==> src/rtl/pic_pkg.sv <==
// Shared types and constants for the interrupt-acknowledge sequencer and its ISR/EOI block.
// Optional AEOI_EN adds the OCW2 rotate-in-AEOI codes, which are used only in that build.
package pic_pkg;

  localparam int unsigned LVL_W  = 3;
  localparam int unsigned NUM_IR = 8;
  localparam int unsigned VB_W   = 5;

  localparam logic [LVL_W-1:0] SPURIOUS_LEVEL = 3'd7;

  // OCW2 {R,SL,EOI} encodings
  localparam logic [2:0] EOI_NONSPEC     = 3'b001;
  localparam logic [2:0] EOI_SPEC        = 3'b011;
  localparam logic [2:0] EOI_ROT_NONSPEC = 3'b101;
  localparam logic [2:0] EOI_ROT_SPEC    = 3'b111;
  localparam logic [2:0] SET_PRIO        = 3'b110;
  localparam logic [2:0] ROT_AEOI_SET    = 3'b100;
  localparam logic [2:0] ROT_AEOI_CLR    = 3'b000;

  typedef enum logic [2:0] {
    ST_IDLE,
    ST_REQ,
    ST_ACK1,
    ST_GAP,
    ST_ACK2
  } state_t;

  // Highest-priority set bit, scanning upward from ls+1; returns {found, level}
  function automatic logic [LVL_W:0] ns_pick(input logic [NUM_IR-1:0] v,
                                             input logic [LVL_W-1:0] ls);
    logic [LVL_W:0]   r;
    logic [LVL_W-1:0] idx;
    r = '0;
    for (int i = 8; i >= 1; i--) begin
      idx = ls + 3'(i);
      if (v[idx]) r = {1'b1, idx};
    end
    return r;
  endfunction

endpackage

==> src/rtl/pic_isr_eoi.sv <==
// In-service register with ACK set, OCW2 EOI clears, AEOI clear and rotation pointer.
module pic_isr_eoi
  import pic_pkg::*;
(
  input  logic              clk,
  input  logic              rst,
  input  logic              set_en,
  input  logic [LVL_W-1:0]  set_level,
  input  logic              eoi_valid,
  input  logic [2:0]        eoi_cmd,
  input  logic [LVL_W-1:0]  eoi_level,
  input  logic              aeoi_clr,
  input  logic              aeoi_rot,
  input  logic [LVL_W-1:0]  aeoi_level,
  output logic [NUM_IR-1:0] isr,
  output logic [LVL_W-1:0]  last_serviced
);

  logic [LVL_W:0]      pick_c;
  logic [NUM_IR-1:0]   clr_c;
  logic [NUM_IR-1:0]   set_c;
  logic [NUM_IR-1:0]   isr_n;
  logic [LVL_W-1:0]    ls_n;

  always_comb begin
    pick_c = ns_pick(isr, last_serviced);
    clr_c  = '0;
    ls_n   = last_serviced;
    if (aeoi_clr) begin
      clr_c[aeoi_level] = 1'b1;
      if (aeoi_rot) ls_n = aeoi_level;
    end
    if (eoi_valid) begin
      case (eoi_cmd)
        EOI_NONSPEC: if (pick_c[LVL_W]) clr_c[pick_c[LVL_W-1:0]] = 1'b1;
        EOI_ROT_NONSPEC: begin
          if (pick_c[LVL_W]) begin
            clr_c[pick_c[LVL_W-1:0]] = 1'b1;
            ls_n = pick_c[LVL_W-1:0];
          end
        end
        EOI_SPEC: clr_c[eoi_level] = 1'b1;
        EOI_ROT_SPEC: begin
          clr_c[eoi_level] = 1'b1;
          ls_n = eoi_level;
        end
        SET_PRIO: ls_n = eoi_level;
        default: ;
      endcase
    end
    set_c = set_en ? (8'b1 << set_level) : '0;
    // a set landing on a bit being cleared in the same cycle wins
    isr_n = (isr & ~clr_c) | set_c;
  end

  always_ff @(posedge clk) begin
    if (rst) begin
      isr           <= '0;
      last_serviced <= SPURIOUS_LEVEL;
    end else begin
      isr           <= isr_n;
      last_serviced <= ls_n;
    end
  end

endmodule

==> src/rtl/inta_sequencer.sv <==
// 8259-style INTA sequencer: raises INT, runs the two-pulse acknowledge and drives the vector.
// Define AEOI_EN to add the aeoi_mode input (automatic EOI on the second INTA rising edge).
module inta_sequencer
  import pic_pkg::*;
(
  input  logic              clk,
  input  logic              rst,
  input  logic              int_flag,
  input  logic [LVL_W-1:0]  priority_id,
  input  logic              inta_n,
  input  logic [VB_W-1:0]   vector_base,
  input  logic              eoi_valid,
  input  logic [2:0]        eoi_cmd,
  input  logic [LVL_W-1:0]  eoi_level,
`ifdef AEOI_EN
  input  logic              aeoi_mode,
`endif
  output logic              int_out,
  output logic [NUM_IR-1:0] isr,
  output logic [LVL_W-1:0]  last_serviced,
  output logic [NUM_IR-1:0] irr_clear,
  output logic [7:0]        data_out,
  output logic              data_oe
);

  state_t             state, state_n;
  logic               inta_n_d;
  logic               fall_c, rise_c;
  logic [LVL_W-1:0]   level, level_n;
  logic               spurious, spurious_n;
  logic               set_pend, set_pend_n;
  logic               int_out_n;
  logic [NUM_IR-1:0]  irr_clear_n;
  logic [7:0]         data_out_n;
  logic               data_oe_n;
  logic               aeoi_clr_c;
  logic               aeoi_rot_c;

  assign fall_c = !inta_n && inta_n_d;
  assign rise_c = inta_n && !inta_n_d;

  always_ff @(posedge clk) begin
    if (rst) begin
      state     <= ST_IDLE;
      inta_n_d  <= 1'b1;
      level     <= SPURIOUS_LEVEL;
      spurious  <= 1'b0;
      set_pend  <= 1'b0;
      int_out   <= 1'b0;
      irr_clear <= '0;
      data_out  <= '0;
      data_oe   <= 1'b0;
    end else begin
      state     <= state_n;
      inta_n_d  <= inta_n;
      level     <= level_n;
      spurious  <= spurious_n;
      set_pend  <= set_pend_n;
      int_out   <= int_out_n;
      irr_clear <= irr_clear_n;
      data_out  <= data_out_n;
      data_oe   <= data_oe_n;
    end
  end

  always_comb begin
    state_n     = state;
    level_n     = level;
    spurious_n  = spurious;
    set_pend_n  = 1'b0;
    irr_clear_n = '0;
    case (state)
      ST_IDLE: if (int_flag) state_n = ST_REQ;
      ST_REQ: begin
        // a request withdrawn before the first INTA resolves as spurious level 7
        if (fall_c) begin
          state_n = ST_ACK1;
          if (int_flag) begin
            level_n     = priority_id;
            spurious_n  = 1'b0;
            irr_clear_n = 8'b1 << priority_id;
            set_pend_n  = 1'b1;
          end else begin
            level_n    = SPURIOUS_LEVEL;
            spurious_n = 1'b1;
          end
        end
      end
      ST_ACK1: if (rise_c) state_n = ST_GAP;
      ST_GAP:  if (fall_c) state_n = ST_ACK2;
      ST_ACK2: if (rise_c) state_n = ST_IDLE;
      default: state_n = ST_IDLE;
    endcase
    int_out_n  = (state_n == ST_REQ);
    data_oe_n  = (state_n == ST_ACK2);
    data_out_n = data_oe_n ? {vector_base, level_n} : 8'h00;
  end

`ifdef AEOI_EN
  logic rot_aeoi, rot_aeoi_n;

  always_comb begin
    rot_aeoi_n = rot_aeoi;
    if (eoi_valid && eoi_cmd == ROT_AEOI_SET)      rot_aeoi_n = 1'b1;
    else if (eoi_valid && eoi_cmd == ROT_AEOI_CLR) rot_aeoi_n = 1'b0;
  end

  always_ff @(posedge clk) begin
    if (rst) rot_aeoi <= 1'b0;
    else     rot_aeoi <= rot_aeoi_n;
  end

  assign aeoi_clr_c = aeoi_mode && !spurious && (state == ST_ACK2) && rise_c;
  assign aeoi_rot_c = aeoi_clr_c && rot_aeoi;
`else
  assign aeoi_clr_c = 1'b0;
  assign aeoi_rot_c = 1'b0;
`endif

  pic_isr_eoi u_isr_eoi (
    .clk           (clk),
    .rst           (rst),
    .set_en        (set_pend),
    .set_level     (level),
    .eoi_valid     (eoi_valid),
    .eoi_cmd       (eoi_cmd),
    .eoi_level     (eoi_level),
    .aeoi_clr      (aeoi_clr_c),
    .aeoi_rot      (aeoi_rot_c),
    .aeoi_level    (level),
    .isr           (isr),
    .last_serviced (last_serviced)
  );

endmodule

==> config.mk <==
export PLATFORM = sky130hd
export DESIGN_NAME = inta_sequencer
export DESIGN_NICKNAME = d
export VERILOG_FILES = /design/src/rtl/pic_pkg.sv /design/src/rtl/pic_isr_eoi.sv /design/src/rtl/inta_sequencer.sv
export SDC_FILE = /design/constraint.sdc
export NUM_CORES = 1
export LEC_CHECK = 0
export CAP_MARGIN = 20
export CORE_AREA = 4 4 85 67
export DETAILED_ROUTE_END_ITERATION = 12
export DIE_AREA = 0 0 89 71
export MAX_ROUTING_LAYER = met4
export PLACE_DENSITY = 0.86
export SLEW_MARGIN = 20
export SYNTH_ARGS = -nofsm -noshare
export SYNTH_HDL_FRONTEND = slang
export SYNTH_SLANG_ARGS = --single-unit
export TNS_END_PERCENT = 5
==> constraint.sdc <==
create_clock -name clk -period 4.53 [get_ports clk]
set_clock_uncertainty 0.05 [all_clocks]
set_input_delay 0.6795 -clock clk [delete_from_list [all_inputs] [get_ports clk]]
set_output_delay 0.6795 -clock clk [all_outputs]
set_load 0.005 [all_outputs]
Yosys cells after proc, flatten, opt, wreduce, memory -nomap -nowiden

Index checks and enable logic that the tools add are counted.

Flip-flop bits (word level): 37
Input port bits: 19
Word-level logic and storage cells: 109

Add/subtract/negate cells: 7
$lt $le $gt $ge: 12
Eq/ne operators: 12
Shift operators: 2
Muxes and demuxes: 44
Bitwise gates (word level): 7
Reduce and logical (&&, ||, !) cells: 15

Operators with widths:

| operator              | number |
|---|---|
| $lt A3 B4 Y1 const B  | 10 |
| $mux W4               | 8 |
| $mux W3               | 9 |
| $bmux W1 S3           | 8 |
| $mux W8               | 3 |
| $pmux W8 S2           | 1 |
| $shl A1 B3 Y8 const A | 2 |
| $eq A3 B3 Y1 const B  | 5 |
| $pmux W3 S5           | 1 |
| $add A3 B3 Y3 const B | 4 |
| $mux W1               | 11 |
| $eq A3 B1 Y1 const B  | 3 |
| $eq A3 B2 Y1 const B  | 3 |
| $and A8 B8 Y8         | 1 |
| $not A8 Y8            | 1 |
| $or A8 B8 Y8          | 1 |
| $reduce_or A2 Y1      | 4 |
| $add A3 B2 Y3 const B | 2 |
| $demux W1 S3          | 2 |
| $ge A3 B1 Y1 const B  | 2 |
| $pmux W3 S2           | 1 |
| $logic_and A1 B1 Y1   | 4 |
| $not A1 Y1            | 4 |
| $reduce_or A4 Y1      | 1 |
| other kinds (7)       | 8 |

Logic depth before layout (Yosys ltp)

Depth after elaboration: 20
Depth in mapped cells: 14
Gate-level depth less buffers: 10

By module

A second synthesis with hierarchy kept.

Cell total of the unflattened synthesis: 273
Area, all modules: 2,514.9 µm²

Modules (own cells, without submodules):

| module         | instances | cells each | area an instance (µm²) |
|---|---|---|---|
| pic_isr_eoi    | 1         | 187        | 1,540.2 |
| inta_sequencer | 1         | 86         | 974.7 |

Worst setup path before layout

No wires, ideal clock.

Path type: register to register
Start: reg u_isr_eoi.last_serviced[0]
End: reg u_isr_eoi.last_serviced[2]
Library setup time: 0.122 ns
Data arrival time: 3.045 ns
Required time: 4.358 ns
Path slack: 1.313 ns
Stages on the path, launching flop included: 12
Path buffers: 3
Period minus slack after synthesis: 3.217 ns
Cells stage by stage: dfxtp_1 buf_6 buf_2 inv_1 ha_1 buf_2 mux4_2 nor4_1 a31oi_1 o211ai_1 a21oi_1 a221o_1

Cells in the longest elaborated chain, start to end: 12

Ends and longest elaborated chain:

| item                                                            | line                         | RTL |
|---|---|---|
| start: declaration                                              | pic_isr_eoi.sv:16            | `output logic [LVL_W-1:0] last_serviced` |
| start signal: assignment                                        | pic_isr_eoi.sv:62            | `last_serviced <= ls_n;` |
| $add A3 B3 Y3 / $bmux W1 S3 (equally long branches)             | pic_pkg.sv:35, pic_pkg.sv:36 |  |
| $bmux W1 S3 / $mux W1 (equally long branches)                   | pic_pkg.sv:36                | `if (v[idx]) r = {1'b1, idx};` |
| $mux W1 (not written as such) / $mux W4 (equally long branches) | pic_pkg.sv:36                |  |
| $mux W4 (6 in a row)                                            | pic_pkg.sv:36                |  |
| $mux W4 *                                                       | pic_pkg.sv:36                |  |
| $mux W3 / $ne A2 B1 Y1 (equally long branches)                  | n/a                          |  |
| $pmux W3 S2 / $reduce_and A3 Y1 (equally long branches)         | n/a                          |  |

Mark *: on every way between the ends. The rest lies on a longest branch, timed or not. The select of a mux whose other input is x is not followed.
A chain may end at the register's enable or synchronous reset.

Final worst setup path

Start: reg u_isr_eoi.last_serviced[0]
End: reg u_isr_eoi.last_serviced[1]

Same word-level chain as after synthesis.

==> flow_results.org <==
** Status
- Outcome :: finished clean

** STA
- The final-report max-slew violation count is 0.
- Actual slew at the worst max-slew pin :: 855 ps
- Period Utilization, post-route :: 76.8%
- Number of hold violations in the final report :: 0
- For this run, the top clock speed supported by timing is 0.288 GHz.
- Setup repair after global routing left no endpoint under its margin.
- Number of setup violations in the final report :: 0
- Worst rel slew slack :: 42.8%
- Minimum clock period :: about 3500 ps
- Setup total negative slack on the finished layout was measured at 0 ps.

** GRT
- Number of antenna violations at the first check in global routing :: 0
- Global-route usage over all layers :: a little under a quarter
- Overflow left after global routing :: 0
- The first global-routing pass estimated 10.8 mm of wire.
- The via count of the first global-routing pass is 2106.
- Entering global routing, the biggest net connects 29 pins.

** Routing
- Router iterations before antenna repair :: 5
- Detail-routed net length per standard cell :: 18.1 um
- First DRT Iteration DRCs :: ~350
- WL final :: 6.80 mm
- Vias per cell :: around 6.4
- Across all layers, the routed design uses 2391 vias.
- Antenna viol nets, final :: 0
- After detailed routing, the number of remaining DRC violations is 0.

** Finish
- Net count of the finished layout :: between 300 and 400
- Summing all multi-input logic gate instances after layout gives 1580 um2.
- Summing all flip-flop and latch instances after layout gives 741 um2.
- The number of antenna diodes in the final layout is 0.
- Area Overhead vs Synth :: 24.8%
- Fill cells in the final layout number 369.
- Proportion of layout cells with a drive suffix above 1 :: 11.7%

** Placed design
- Detailed placement ended at an HPWL of 5.03 mm.
- Number of port buffers :: 47
- Routability-driven placement finished with a final weighted congestion of 0.943.

** Floorplan
- Boundary Pins :: 48
- Initial cell density of the core :: about half
- The die covers ~6300 um2.
- Placeable core region :: 4820 um2
- Die W :: 89 um
- Height of the die :: 71 um
- The floorplan has 22 rows.

** Pwr
- In this run the static leakage power is 1.13 nW.
- Power consumption :: 0.781 mW
- Cell-internal power :: 0.565 mW
- Part of the power in registers :: between 40% and 50%
- Net switching is 27.7% of the power.
- Dividing total power by cell area gives a power density of 256 nW/um2.
- Comb power frac :: 19.0%
- Across the VDD grid, the largest voltage drop is around 260 uV.
- The analysis attributes to net switching a power of ~0.22 mW.
- Clock network power share :: a little under two fifths

** Synthesis
- Of the post-synthesis cell area, the dominant cell type holds 30.2%.
- Average cell area after synthesis :: 9.04 um2
- After synthesis, the netlist uses 60 different library cells.
- Seq/Total Area, Yosys :: 30.2%
- Post-Synthesis Cells :: 271
- The synthesized design contains 0 enable-type register cells.
- Cell area after synthesis :: 2450 um2
- Of all flip-flops after synthesis, the portion carrying an async set or reset was 0%.
- Most instantiated library cell after synthesis :: dfxtp_1
- Sorting the synthesized cells by how often they occur yields 37 x dfxtp_1, 23 x nor2_1, 17 x nand2_1.
- Cell type with the highest aggregate area in the netlist :: dfxtp_1
- By area the synthesized netlist is led by dfxtp_1 30%, mux4_2 13%, nor2_1 3.5%.
- Post-synthesis register bit count :: 37
- Count of yosys warnings during synthesis :: 0
- The number of nets in the synthesized netlist is 292.
- Top_reg_cell synth :: dfxtp_1

** Clock network
- The tree is rooted in a clkbuf_8.
- TritonCTS built the clock tree.
- Clock buffer count from CTS :: 5
- CTS HTree Levels :: 2
- CTS Sinks :: 37
- After clock tree synthesis, the clock-pin slew on the worst setup and hold paths is 70 ps.
- The number of hold buffers added after CTS was 0.
- The number of setup buffers added after CTS is 0.
- Insertion delay to the later sink of the worst-skew pair :: 300 ps
- Post-CTS repair changed the size of 0 cells.
- In this run the deepest clock path goes through 2 buffers.

** Worst setup path
- The setup check on the worst reg-to-reg path leaves a slack of 1050 ps.
- FF-to-FF End :: u_isr_eoi.last_serviced[1]$_SDFFE_PP1P_
- The critical path in this run is classified as flop to flop.
- Capturing element type of the critical path :: flop
- Crit path capture :: u_isr_eoi.last_serviced[1]$_SDFFE_PP1P_
- The worst register-to-register path begins at u_isr_eoi.last_serviced[0]$_SDFFE_PP1P_.
- The most critical setup path has its startpoint at u_isr_eoi.last_serviced[0]$_SDFFE_PP1P_.
- Critical path data required time :: 4660 ps
- Arr. time, crit path :: between 3000 and 4000 ps
- Element type at the critical path start :: flop
- Depth of the worst register-to-register path :: 9
- Of all nets on the critical path, the largest fanout is 20.

** Min path
- Launch point of the worst hold path :: state[2]$_SDFF_PP0_
- Path class of the lowest-slack min-delay path :: flop to flop

** Run
- Max-cap violations in this run came to 0.
-- cell usage in the layout, fill, tap and decap left out, types with 6 or more instances in the layout --
master / instances
nand2b_1: 8
nor3_1: 13
a21oi_1: 14
nor3b_1: 6
and2_1: 7
inv_1: 16
nor2_1: 23
nor2b_1: 9
mux2i_1: 8
o21ai_0: 7
clkdlybuf4s50_1: 47
nand2_1: 17
dfxtp_1: 37
mux4_2: 14
-- worst max-delay path: stages (launching register included) --
cell and delay, ps:
dfxtp_1 330, inv_1 80, ha_1 830, mux4_2 670
mux2i_1 350, o2bb2ai_1 180, a32oi_1 90, o22ai_2 380
a221oi_2 110, a211o_1 290
-- state kept, by name, indices dropped and copies added (netlist names) --
name,cells
u_isr_eoi.last_serviced,3
level,3
irr_clear,8
state,3
data_oe,1
u_isr_eoi.isr,8
inta_n_d,1
set_pend,1
data_out,8
int_out,1
-- worst min path at each step --
stage / slack, ps / depth (start not counted) / end
2_1_floorplan: 410 / 2 / level[2]$_SDFF_PP1_
3_3_place_gp: 440 / 1 / state[1]$_SDFF_PP0_
3_5_place_dp: 440 / 1 / state[1]$_SDFF_PP0_
4_1_cts: 450 / 1 / state[1]$_SDFF_PP0_
5_1_grt: 500 / 1 / state[1]$_SDFF_PP0_
6_report: 450 / 1 / state[1]$_SDFF_PP0_
-- metal layers --
layer / GRT usage (%) / vias to the layer above / share of wire [%]
li1: - / 1108 / -
met1: 32.6 / 1116 / 42
met2: 30.6 / 154 / 45
met3: 6.17 / 13 / 11
met4: 6.28 / 0 / 1.8
met5: - / - / 0
-- area by class of cell --
class	count	share of cell area (%)
inverters	16	1.96
multi-input cells	206	51.7
flip-flops and latches	37	24.2
clock inverters	3	1.51
well taps	60	2.46
clock buffers	5	2.25
repair buffers	49	15.9
-- power groups by stage --
| stage | Clock, mW | Sequential (mW) | Combinational (mW) |
|---|---|---|---|
| floorplan | 0 | 0.346 | 0.101 |
| global placement | 0 | 0.350 | 0.143 |
| detailed placement | 0 | 0.350 | 0.146 |
| CTS | 0.292 | 0.342 | 0.147 |
| global route | 0.309 | 0.344 | 0.161 |
| finish | 0.290 | 0.343 | 0.149 |
-- cells by family after synthesis --
family	after synthesis	share of synthesized area [%]
AOI/OAI and AO/OA	71	21.3
xor gates and xnor gates	5	2.09
adders and majority gates	2	1.02
buffers and inverters	28	5.26
DFF	37	30.2
muxes	27	18.4
and+or+nand+nor	101	21.7
-- metrics by stage --
| stage | util, % | setup slack [ps] | hold slack, ps | instance area, um2 | cells |
|---|---|---|---|---|---|
| detailed placement | 61.1 | 1100 | 441 | 2940 | 368 |
| CTS | 63.5 | 1090 | 453 | 3060 | 376 |
| finish | 63.5 | 1050 | 452 | 3060 | 376 |
| global route | 63.5 | 839 | 499 | 3060 | 376 |
| floorplan | - | 1310 | 412 | 2450 | 271 |
| global placement | 61.1 | 1150 | 436 | 2940 | 368 |
No activity file was read; power rests on OpenSTA's default activity.
